File: config.mk
export PLATFORM = sky130hd
export DESIGN_NAME = ras_recover_ctrl
export DESIGN_NICKNAME = d
export VERILOG_FILES = /design/src/rtl/ras_recover_ctrl.sv
export SDC_FILE = /design/constraint.sdc
export NUM_CORES = 1
export LEC_CHECK = 0
export ABC_AREA = 1
export CAP_MARGIN = 40
export CORE_AREA = 2 2 85 87
export DETAILED_ROUTE_END_ITERATION = 16
export DIE_AREA = 0 0 87 89
export GPL_ROUTABILITY_DRIVEN = 0
export PLACE_DENSITY = 0.77
export SYNTH_ARGS = -nofsm -noshare
export SYNTH_HDL_FRONTEND = slang
export SYNTH_SLANG_ARGS = --single-unit
File: constraint.sdc
create_clock -name Clk -period 1.6 [get_ports Clk]
set_input_delay 0.16 -clock Clk [delete_from_list [all_inputs] [get_ports Clk]]
set_output_delay 0.16 -clock Clk [all_outputs]
set_load 0.02 [all_outputs]
File: src/rtl/ras_recover_ctrl.sv
// Speculative return-address-stack pointer owner: arbitrates BTB/predecode push-pop
// traffic and, after a retire mispredict, replays the committed stack into the speculative array.
module ras_recover_ctrl #(
   parameter int DEPTH = 16,
   parameter int PTRW  = 4,
   parameter int AW    = 32
) (
   input  logic            Clk,
   input  logic            Rest,
   input  logic            BtbReq,
   input  logic            BtbPush,
   input  logic [AW-1:0]   BtbData,
   input  logic            PreReq,
   input  logic            PrePush,
   input  logic [AW-1:0]   PreData,
   output logic            BtbGnt,
   output logic            PreGnt,
   input  logic            RecoverReq,
   input  logic [PTRW-1:0] RetirePtr,
   output logic            RetRdAble,
   output logic [PTRW-1:0] RetRdIdx,
   input  logic [AW-1:0]   RetRdData,
   output logic            SpecWrAble,
   output logic [PTRW-1:0] SpecWrIdx,
   output logic [AW-1:0]   SpecWrData,
   output logic [PTRW-1:0] SpecPtr,
   output logic            RasStop,
   output logic            RecoverDone
);

   typedef enum logic [1:0] {IDLE, COPY, DONE} state_t;

   state_t          state, nextState;
   logic [PTRW-1:0] specPtr, nextPtr;
   logic [PTRW-1:0] cnt, nextCnt;
   logic [PTRW-1:0] latN, nextN;
   logic            opVld, opPush;
   logic [AW-1:0]   opData;

   assign SpecPtr = specPtr;

   always_ff @(posedge Clk) begin
      if (Rest) begin
         state   <= IDLE;
         specPtr <= '0;
         cnt     <= '0;
         latN    <= '0;
      end else begin
         state   <= nextState;
         specPtr <= nextPtr;
         cnt     <= nextCnt;
         latN    <= nextN;
      end
   end

   always_comb begin
      nextState   = state;
      nextPtr     = specPtr;
      nextCnt     = cnt;
      nextN       = latN;
      BtbGnt      = 1'b0;
      PreGnt      = 1'b0;
      RetRdAble   = 1'b0;
      RetRdIdx    = '0;
      SpecWrAble  = 1'b0;
      SpecWrIdx   = '0;
      SpecWrData  = '0;
      RasStop     = 1'b0;
      RecoverDone = 1'b0;
      opVld       = 1'b0;
      opPush      = 1'b0;
      opData      = '0;
      // Outputs stay quiet during reset so no stray write or grant escapes.
      if (!Rest) begin
         case (state)
            IDLE: begin
               if (!RecoverReq) begin
                  PreGnt = PreReq;
                  BtbGnt = BtbReq & ~PreReq;
                  opVld  = PreReq | BtbReq;
                  opPush = PreReq ? PrePush : BtbPush;
                  opData = PreReq ? PreData : BtbData;
                  if (opVld && opPush) begin
                     SpecWrAble = 1'b1;
                     SpecWrIdx  = specPtr;
                     SpecWrData = opData;
                     nextPtr    = specPtr + PTRW'(1);
                  end else if (opVld) begin
                     nextPtr = specPtr - PTRW'(1);
                  end
               end
            end
            COPY: begin
               RasStop   = 1'b1;
               RetRdAble = 1'b1;
               RetRdIdx  = cnt;
               nextCnt   = cnt + PTRW'(1);
               // Data returned this cycle belongs to the read issued one cycle earlier.
               if (cnt != '0 && !RecoverReq) begin
                  SpecWrAble = 1'b1;
                  SpecWrIdx  = cnt - PTRW'(1);
                  SpecWrData = RetRdData;
               end
               if (cnt == latN - PTRW'(1))
                  nextState = DONE;
            end
            DONE: begin
               RasStop = 1'b1;
               if (!RecoverReq) begin
                  if (latN != '0) begin
                     SpecWrAble = 1'b1;
                     SpecWrIdx  = latN - PTRW'(1);
                     SpecWrData = RetRdData;
                  end
                  RecoverDone = 1'b1;
                  nextPtr     = latN;
                  nextState   = IDLE;
               end
            end
            default: nextState = IDLE;
         endcase
         // A new mispredict always (re)starts the copy from index 0.
         if (RecoverReq) begin
            nextN     = RetirePtr;
            nextCnt   = '0;
            nextState = (RetirePtr != '0) ? COPY : DONE;
         end
      end
   end

endmodule

==> flow_results.org, run 1 <==
** STA
- Hold Worst Slack :: 0.5040 ns
- Slew headroom :: 0.7672
- Setup violations remaining at the end of the flow were counted as 40.
- Setup tns final :: -9.843 ns
- Setup slack on the critical path of the routed design comes to -0.3033 ns.
- Total count of hold-check failures in the final report :: 0
- The worst path in the final design needs a cycle of 1.903 ns, including I/O delays and setup.
- The final-report max-slew violation count came to 0.
- Fmax :: 525.4 MHz
- On the final layout, the worst clock skew is 0.003059 ns.
- Slew at the pin closest to its max-slew limit :: 0.3492 ns
- Of the available clock period, the critical path in the final layout requires 1.190.
- RSZ-0062 raised after global routing :: yes

** Outcome
- The flow ran to the end, but the final reports show violations.
- Failing checks :: setup timing

** Floorplanning
- The total area inside the core boundary comes to 6719 um^2.
- The die is 89 um tall.
- Initial Util :: 0.3089
- IO Pins :: 157
- The floorplan has 30 rows.
- Die extent in x :: 87 um
- The die covers 7743 um^2.

** Synth
- Of the total synthesized cell area, the portion taken by XOR and XNOR cells is 0.01266.
- Syn Nets :: 476
- The cell count after synthesis came out at 355.
- The compound-gate portion of the synthesized area was 0.2990.
- A synthesized cell averages 5.847 um^2.
- In this run, synthesis produced a sequential element count of 14.
- The synthesized netlist contains 31 unique library cells.
- Of the total synthesized cell area, the portion taken by full adders, half adders and majority gates is 0.08800.
- Synthesized area :: 2076 um^2
- The share of the Yosys chip area taken by registers is 0.1350.
- The portion of synthesized area spent on multiplexers is 0.
- Dominant combinational cell family by area after synthesis :: simple AND/OR/NAND/NOR gates
- Simple-gate share of the synthesized area :: 0.3526
- Number of synthesis warnings :: 0

** Global route
- Entering global routing, the biggest net connects 35 pins.
- GR Util All Layers :: 0.2502
- The via count of the first global-routing pass was 3157.
- Antenna violations before repair :: 0
- The first global-routing pass estimated 15.26 mm of wire.
- The total overflow left after global routing is 0.

** Drt
- Dividing the detail-routed wire length by the instance count gives 16.72 um.
- Using the TritonRoute via totals, the vias-per-cell ratio works out to 5.086.
- Final routed DRC violation total :: 0
- The final route contains 3306 vias.
- In this run the remaining antenna-violating nets after routing total 0.
- Routed WL :: 10.87 mm
- For this block, the initial DRC count from the detailed router was 145.
- The first TritonRoute pass finished after 4 iterations.

** Finish
- At the end of the flow the core is filled with cells to 0.7032.
- Inserted Diodes :: 0
- Area of all placed cells without fillers :: 4725 um^2
- Share of cells above drive strength 1 :: 0.3772
- From synthesis to final layout, the design area changed by 127.6%.
- Fin nets :: 692

** Flow run
- Max-cap violations in this run came to 0.

** Pwr
- Summed over all cells, the static leakage comes to 2.078 nW.
- Max IR drop VDD :: 0.4178 mV
- Power Total :: 1.924 mW
- In this run the power density over the cells is 407.1 nW/um^2.

** Worst setup path
- Counting stages on the worst path, the most repeated cell is inv_4.
- Critical-path maximum fanout :: 10
- STA classifies the critical path startpoint as a flip-flop.
- Crit path required time :: 1.44 ns
- The critical path is of the reg2out type.
- STA classifies the critical path endpoint as a primary output.
- Longest individual stage delay on the worst path :: 0.37 ns
- Critical path arrival :: 1.74 ns
- The slowest stage of the critical path belongs to the cell dfxtp_4.
- Cells along the critical path :: inv_4, ha_4, inv_4, nor2_4, nand2_4, nand2_8, buf_12, nand2_1, a21oi_2, buf_6

** Clock network
- In this run the number of H-tree levels came out at 1.
- The tree is rooted in a clkbuf_8.
- TritonCTS Sinks :: 14
- The clock passes through at most 2 buffers.
- Inserted Clock Buffers :: 3
- Clock latency of the later-clocked register in the worst-skew pair :: 0.26 ns
- Clock-pin slew was measured on the worst setup and hold paths at 0.06 ns.
- TritonCTS built the clock tree.
- The number of hold buffers added after CTS was 0.

** Place
- Detailed placement finished with a half-perimeter wire length of 7.451 mm.
- Once placement finished, the instance area stood at 4149 um^2.
- PortBufs :: 156

** Min path
- Class of the most critical hold timing path :: reg2reg
-- Yosys cell counts, drive strengths merged --
master | number | area (um^2)
nor4 | 2 | 12.51
nor3 | 6 | 30.03
nand2 | 137 | 536.8
o22ai | 1 | 6.260
nand3 | 11 | 60.06
o21bai | 2 | 15.01
o21ai | 12 | 63.81
o211ai | 1 | 7.510
xor2 | 1 | 8.760
inv | 29 | 113.9
buf | 7 | 78.83
clkbuf | 10 | 37.54
fa | 1 | 20.02
a31oi | 3 | 18.77
ha | 13 | 162.7
clkinv | 1 | 3.750
a21o | 32 | 240.2
xnor2 | 2 | 17.52
dfxtp | 14 | 280.3
nor2 | 20 | 92.59
a21oi | 48 | 251.5
o221ai | 2 | 17.52
-- report_power, final --
part / total [mW] / switching (mW) / internal [mW]
registers: 0.394 / 0.0210 / 0.373
logic: 1.17 / 0.546 / 0.620
clock network: 0.363 / 0.144 / 0.219
total: 1.92 / 0.711 / 1.21
-- layout by cell type (no fill, tap or decap), types with 4 or more instances in the layout --
cell type | netlist | final
buf_2 | 0 | 7
a21oi_1 | 45 | 19
inv_4 | 0 | 4
a21oi_2 | 3 | 29
nand3_1 | 10 | 9
nor2_1 | 17 | 13
buf_4 | 0 | 68
clkdlybuf4s50_1 | 0 | 105
dfxtp_1 | 14 | 10
ha_4 | 0 | 4
nand2_1 | 132 | 116
a21o_1 | 32 | 32
buf_6 | 7 | 31
clkbuf_8 | 0 | 4
nor3_1 | 6 | 5
nand2_4 | 2 | 8
buf_12 | 0 | 5
inv_2 | 1 | 7
nand2_8 | 0 | 6
nor2_4 | 2 | 5
nand2_2 | 3 | 11
ha_1 | 13 | 8
o21ai_0 | 11 | 9
inv_1 | 27 | 17
-- metrics by stage --
step / cells / worst slack [ns]
after floorplan: 355 / -0.09999
after global placement: 630 / -0.7936
after detailed placement: 630 / -0.8169
after CTS: 645 / -0.3090
after global routing: 650 / -0.3612
final: 650 / -0.3033
-- final timing paths --
kind / end / cells after the start / slack, ns / start
min: SpecPtr[3] / 2 / 0.50 / SpecPtr[3]
max reg2reg: state[1] / 14 / -0.10 / latN[0]
min reg2reg: SpecPtr[3] / 2 / 0.50 / SpecPtr[3]
max: SpecWrData[15] / 10 / -0.30 / state[0]
-- state kept, by name, indices dropped and copies added, names as in the netlist --
signal   cells
cnt          4
SpecPtr      4
latN         4
state        2
-- kinds of logic after synthesis --
| family | after synthesis |
|---|---|
| flops | 14 |
| simple gates | 176 |
| buf+inv | 47 |
| compound gates | 101 |
| xor+xnor | 3 |
| fa+ha+maj | 14 |
-- cell type report --
type                    instances  area [um^2]
multi-input cells             298         2001
fillers                       529         1994
clock buffers                   4        55.05
well taps                      80        100.1
inverters                      30        128.9
flip-flops and latches         14        290.3
repair buffers                224         2150
-- routing by layer --
| metal | GRT usage | wire length, um |
|---|---|---|
| met5 | 0 | 0 |
| met4 | 0.08381 | 258 |
| met3 | 0.04247 | 831 |
| met2 | 0.4622 | 5593 |
| met1 | 0.2917 | 4187 |
-- timing repair --
| item | 4_1_cts | 5_1_grt |
|---|---|---|
| setup endpoints to repair | 52 | 47 |
| gates cloned | 5 | 1 |
| pin swaps | 29 | 34 |
| gates resized for setup | 298 | 60 |
| setup buffers | 6 | 5 |
-- worst max-delay path: cells and delay by family (launching register included) --
kind,cells,cell delay [ns]
AO/OA/AOI/OAI,1,0.17
flip-flops,1,0.37
AND/OR/NAND/NOR,4,0.40
buffers and inverters,4,0.40
adder cells (fa/ha/maj),1,0.15
Power figures use the tool's default switching activity.
==> run 2: changes to the inputs <==
Settings changed: TNS_END_PERCENT set to 20.
==> flow_results.org, run 2 (same netlist as run 1, synthesis figures left out) <==
** Drt
- Via count :: 3147
- Using the TritonRoute via totals, the vias-per-cell ratio works out to 4.917.
- After detailed routing, the average wire length per cell comes to 14.99 um.
- Routed WL :: 9.592 mm
- The count of nets left with antenna violations once routing finished came out at 0.
- Final routed DRC violation total :: 0
- For this block, the initial DRC count from the detailed router was 108.
- For this run, the detailed router's first-pass iteration total came to 4.

** Finish
- Fin util :: 0.6534
- Leaving out filler cells and counting taps, the final layout contains 640.
- The final layout contains 683 nets.
- The library cell used most frequently in the layout, excluding fill and tap cells, is nand2_1.
- With fillers left out, the area of the finished cells amounts to 4390 um^2.
- Share of cells above drive strength 1 :: 0.3179
- Inserted Diodes :: 0
- From synthesis to final layout, the design area changed by 111.5%.
- Leaving out fill and tap cells, the most frequent cells in the layout are 125 x nand2_1, 106 x clkdlybuf4s50_1, 75 x buf_4, 32 x a21o_1.
- Filler Cell Count :: 570

** Global route
- After global routing the overflow that remains totals 0.
- Largest net degree at the start of global routing :: 35
- For this run, the total global-route usage over all layers was measured as 0.2263.
- Vias in the first global route :: 2883
- First-pass GRT wire length :: 13.92 mm
- Antenna violations before repair :: 0

** STA
- The final number of hold-violating endpoints is 0.
- The final-report max-slew violation count is 0.
- Final Worst Setup Slack :: -0.2828 ns
- Based on the critical path, the design can be clocked at up to 531.1 MHz.
- Post-route clock skew :: 0.001692 ns
- Post-layout min period :: 1.883 ns
- RSZ-0062 raised after global routing :: yes
- Share of the clock period used by the worst path after layout :: 1.177
- Slew headroom :: 0.7603
- Hold timing on the final database bottoms out at a slack of 0.4881 ns.
- Total of endpoints with negative setup slack in the final report :: 37
- Summed over all failing endpoints, the final setup total negative slack is -9.475 ns.
- At the pin with the least slew margin, the transition time is 0.3595 ns.

** Min path
- Class of the most critical hold timing path :: reg2reg
- The worst hold path begins at SpecPtr[3].

** Worst setup path
- Cells along the critical path :: inv_4, ha_4, inv_2, nor2_4, nand2_4, nand2_8, buf_6, buf_4, nand2_2, a21oi_2, buf_6
- Crit path required time :: 1.44 ns
- Critical-path maximum fanout :: 5
- Sort of element at the end of the critical path :: primary output
- The largest single stage delay on the critical path is 0.37 ns.
- In this run the worst setup path begins at state[0].
- Library cell appearing most often on the critical path :: buf_6
- In this run the critical register-to-register path is launched from latN[0].
- Counting both buffers and inverters, the worst setup path holds a total of 5.
- The critical path in this run is classified as reg2out.
- Critical path arrival :: 1.72 ns
- Delay-heaviest family, CP :: buffers and inverters
- Slowest cell on the critical path :: dfxtp_4
- CP Launch Type :: flip-flop

** Place
- Including well taps, the total number of placed cells is 631.
- PortBufs :: 156
- Estimated wirelength of the detail-placed design :: 7.303 mm
- After detailed placement, the total cell area comes to 4118 um^2.
- Prior to clock tree synthesis, the placed netlist has a worst setup slack of -0.8018 ns.

** Flow run
- Max-cap violations in this run came to 0.

** Floorplanning
- Placement row count :: 30
- The initial utilization of the core area, before any placement, comes to 0.3089.
- Die footprint :: 7743 um^2
- Die extent in x :: 87 um
- Measured along the y axis, the die boundary spans 89 um.
- IO Pins :: 157
- In this run the standard cell core region covers 6719 um^2.

** Pwr
- Power density over cell area :: 391.3 nW/um^2
- Power Total :: 1.718 mW
- Cell leakage power :: 1.939 nW
- The worst-case IR drop observed on VDD is 0.3314 mV.

** Clock network
- Inserted Clock Buffers :: 3
- Buffers from clock root to sink, at most :: 2
- H-tree lvl count :: 1
- Hold Buf Count CTS :: 0
- The clock reaches the later pin of the worst-skew pair after 0.25 ns.
- Clock-pin slew reported for the worst setup and hold paths after clock tree synthesis :: 0.06 ns
- TritonCTS built the clock tree.
- CTS Root Cell :: clkbuf_8
- Counting every sink on the clock net gives 14.

** Outcome
- Failing checks :: setup timing
- The flow ran to the end, but the final reports show violations.
run 2: power by group:
part	internal [mW]	switching, mW
clock network	0.167	0.129
registers	0.373	0.0210
logic	0.560	0.468
total	1.10	0.618
run 2: area by class of cell:
class	instances	area [um^2]	share of cell area
tap	80	100.1	0.02280
timing repair buffer	219	2037	0.4639
clock buffer	3	41.29	0.009404
inverter	30	126.4	0.02878
multi-input combinational	294	1795	0.4089
sequential	14	290.3	0.06612
run 2: what timing repair did:
item	in CTS	in global routing
setup endpoints to repair	52	49
cloned	1	0
pin swaps	31	24
gates resized for setup	278	42
buffers inserted	6	2
run 2: metal layers:
| layer | share of wire | vias up | wire length [um] | global-route usage |
|---|---|---|---|---|
| met1 | 0.39 | 1415 | 3734 | 0.2769 |
| met4 | 0.035 | 0 | 333 | 0.08807 |
| met2 | 0.49 | 130 | 4736 | 0.3997 |
| li1 | - | 1575 | - | - |
| met3 | 0.082 | 27 | 787 | 0.03324 |
| met5 | 0 | - | 0 | 0 |
run 2: path summary, 6_finish.rpt:
| path | end | slack (ns) | depth (start not counted) |
|---|---|---|---|
| setup / recovery | SpecWrData[1] | -0.28 | 11 |
| hold / removal | SpecPtr[3] | 0.49 | 2 |
| setup reg to reg | state[0] | 0.04 | 13 |
| hold reg to reg | SpecPtr[3] | 0.49 | 2 |
run 2: worst min-delay path: cells and delay by family, from the launching register on:
family	cells	cell delay, ns
flip-flops	1	0.32
AO/OA/AOI/OAI	1	0.05
AND/OR/NAND/NOR	1	0.07
==> run 3: changes to the inputs <==
Settings changed: CORE_AREA 2 2 85 87 to 2 2 84 86, CTS_BUF_LIST set to sky130_fd_sc_hd__clkbuf_4 sky130_fd_sc_hd__clkbuf_8, DIE_AREA 0 0 87 89 to 0 0 86 88, PLACE_DENSITY 0.77 to 0.78.
==> flow_results.org, run 3 (same netlist as run 1, synthesis figures left out) <==
** Flow run
- Max capacitance violation total :: 0

** STA
- Across the routed clock network, the largest skew measured is 0.004441 ns.
- The worst pin sits at a relative slew slack of 0.7095.
- Total of endpoints with negative setup slack in the final report :: 42
- Setup tns final :: -10.33 ns
- RSZ-0062 raised after global routing :: yes
- Dividing the final minimum period by the clock period gives 1.188.
- Count of pins over their slew limit :: 0
- Hold Worst Slack :: 0.4242 ns
- Post-layout min period :: 1.901 ns
- For this run, the top clock speed supported by timing is 526.2 MHz.
- The final number of hold-violating endpoints came to 0.
- After layout, the worst setup slack is -0.3005 ns.
- At the pin with the least slew margin, the transition time is 0.4357 ns.

** Clock network
- Clock latency of the later-clocked register in the worst-skew pair :: 0.25 ns
- Counting the buffers created by CTS gives 3.
- H-tree lvl count :: 1
- Clock-pin slew was measured on the worst setup and hold paths at 0.06 ns.
- TritonCTS built the clock tree.
- CTS Root Cell :: clkbuf_8
- The clock drives 14 sinks.
- The longest clock path from root to sink contains 2 buffers.

** Place
- Placed Cells incl. Taps :: 624
- Estimated wirelength of the detail-placed design :: 7.339 mm
- PortBufs :: 156

** Global route
- The first global-routing pass estimated 15.08 mm of wire.
- In the global route stage, overall resource usage came out at 0.2490.
- The via count of the first global-routing pass came to 2995.
- Global route total overflow :: 0
- Largest net degree at the start of global routing :: 35
- The number of antenna violations at the first check in global routing was 0.

** Worst setup path
- Critical path arrival :: 1.74 ns
- RR Endpoint :: state[0]
- Tracing the worst setup path back leads to its startpoint at state[1].
- Worst reg-to-reg setup slack :: -0.12 ns
- Traced cell by cell, the critical path runs through inv_4, ha_4, inv_4, nor2_4, buf_12, nand2_8, a21o_1, a21oi_1, buf_4.
- Counting stages on the worst path, the most repeated cell is inv_4.
- Combined buffer and inverter count along the critical path :: 4
- The worst register-to-register path begins at latN[0].
- Crit path required time :: 1.44 ns
- Path depth of the worst reg2reg path :: 14
- Longest individual stage delay on the worst path :: 0.37 ns
- Of all nets on the critical path, the largest fanout is 8.
- CP Launch Type :: flip-flop
- Delay-heaviest family, CP :: buffers and inverters
- The critical path in this run is classified as reg2out.
- Slowest cell on the critical path :: dfxtp_4
- Sort of element at the end of the critical path :: primary output

** Min path
- The worst hold path terminates at state[1].
- Class of the most critical hold timing path :: in2reg
- In this run the most critical hold path is launched from Rest.
- Along the worst hold path, the cell count comes to 3.

** Drt
- The final layout contains routed wiring with a total length of 10.50 mm.
- WL per Instance :: 16.35 um
- In this run the remaining antenna-violating nets after routing total 0.
- Before antenna repair, the detailed router went through 6 iterations.
- Via count :: 3278
- After the first detailed-routing iteration, the DRC count stood at 144.
- Dividing the detail-routed via count by the number of cells gives 5.106.
- Final routed DRC violation total :: 0

** Finish
- The library cell used most frequently in the layout, excluding fill and tap cells, is nand2_1.
- Post-layout instance count excluding filler cells :: 642
- Registers take 289.0 um^2.
- Area Overhead vs Synth :: 114.4%
- Filler Cell Count :: 536
- After the last flow step, the layout net total stands at 684.
- Inserted Diodes :: 0
- At the end of the flow the core is filled with cells to 0.6699.
- Area of combinational cells with multiple inputs :: 1859 um^2
- Commonest non-fill, non-tap cells in the layout :: 130 x nand2_1, 107 x clkdlybuf4s50_1, 79 x buf_4, 32 x a21o_1, 29 x a21oi_1
- In the final layout, the share of cells above drive strength 1 is 0.3007.

** Floorplanning
- Y dimension of the die :: 88 um
- The floorplan step defined a die boundary enclosing 7568 um^2.
- For this configuration, the core starts out at a cell density of 0.3124.
- The core region is 6644 um^2.
- Die extent in x :: 86 um
- Pin placement for this block handled 157 I/O pins.
- The floorplan has 30 rows.

** Pwr
- Max IR drop VDD :: 0.4564 mV
- For this design the ratio of total power to cell area is 414.3 nW/um^2.
- Power Total :: 1.844 mW
- For this design the static power due to leakage is 1.948 nW.

** Outcome
- Failing checks :: setup timing
- Outcome :: finished with violations
==> run 3: power by group <==
group,internal (mW),switching (mW)
Sequential,0.373,0.0215
Clock,0.219,0.140
Combinational,0.578,0.513
Total,1.17,0.675
==> run 3: layer usage <==
layer	vias up	share of wire	track usage
li1	1591	-	-
met1	1514	0.39	0.3026
met2	150	0.51	0.4588
met3	23	0.080	0.03205
met4	0	0.022	0.06926
met5	-	0	0
==> run 3: repair_timing <==
item | CTS | global route
setup endpoints to repair | 52 | 50
resized for setup | 271 | 31
hold buffers | 0 | 0
pin swaps | 14 | 8
gates cloned | 5 | 1
setup buffers | 5 | 3
==> run 3: area by class of cell <==
type                       count  share of cell area
multi-input combinational    298              0.4178
clock buffer                   4             0.01237
timing repair buffer         216              0.4540
tap                           80             0.02249
sequential                    14             0.06494
inverter                      30             0.02839
==> run 3: worst max path at each step <==
stage / to / slack, ns / depth (start not counted)
floorplan: SpecWrData[16] / -0.1 / 9
global placement: SpecWrData[30] / -0.84 / 8
detailed placement: SpecWrData[0] / -0.86 / 8
CTS: SpecWrData[30] / -0.29 / 9
global route: SpecWrData[1] / -0.42 / 9
finish: SpecWrData[1] / -0.30 / 9
==> run 3: tightest hold or removal path, cell delays in order <==
cell           delay (ns)
dlygate4sd2_1        0.26
buf_4                0.17
a21oi_1              0.05
==> run 3: metrics by stage <==
| stage | instance area, um^2 | setup slack (ns) |
|---|---|---|
| 4_1_cts | 4313 | -0.2949 |
| 6_report | 4451 | -0.3005 |
| 2_1_floorplan | 2095 | -0.09999 |
| 3_5_place_dp | 4053 | -0.8555 |
| 3_3_place_gp | 4053 | -0.8371 |
| 5_1_grt | 4451 | -0.4228 |
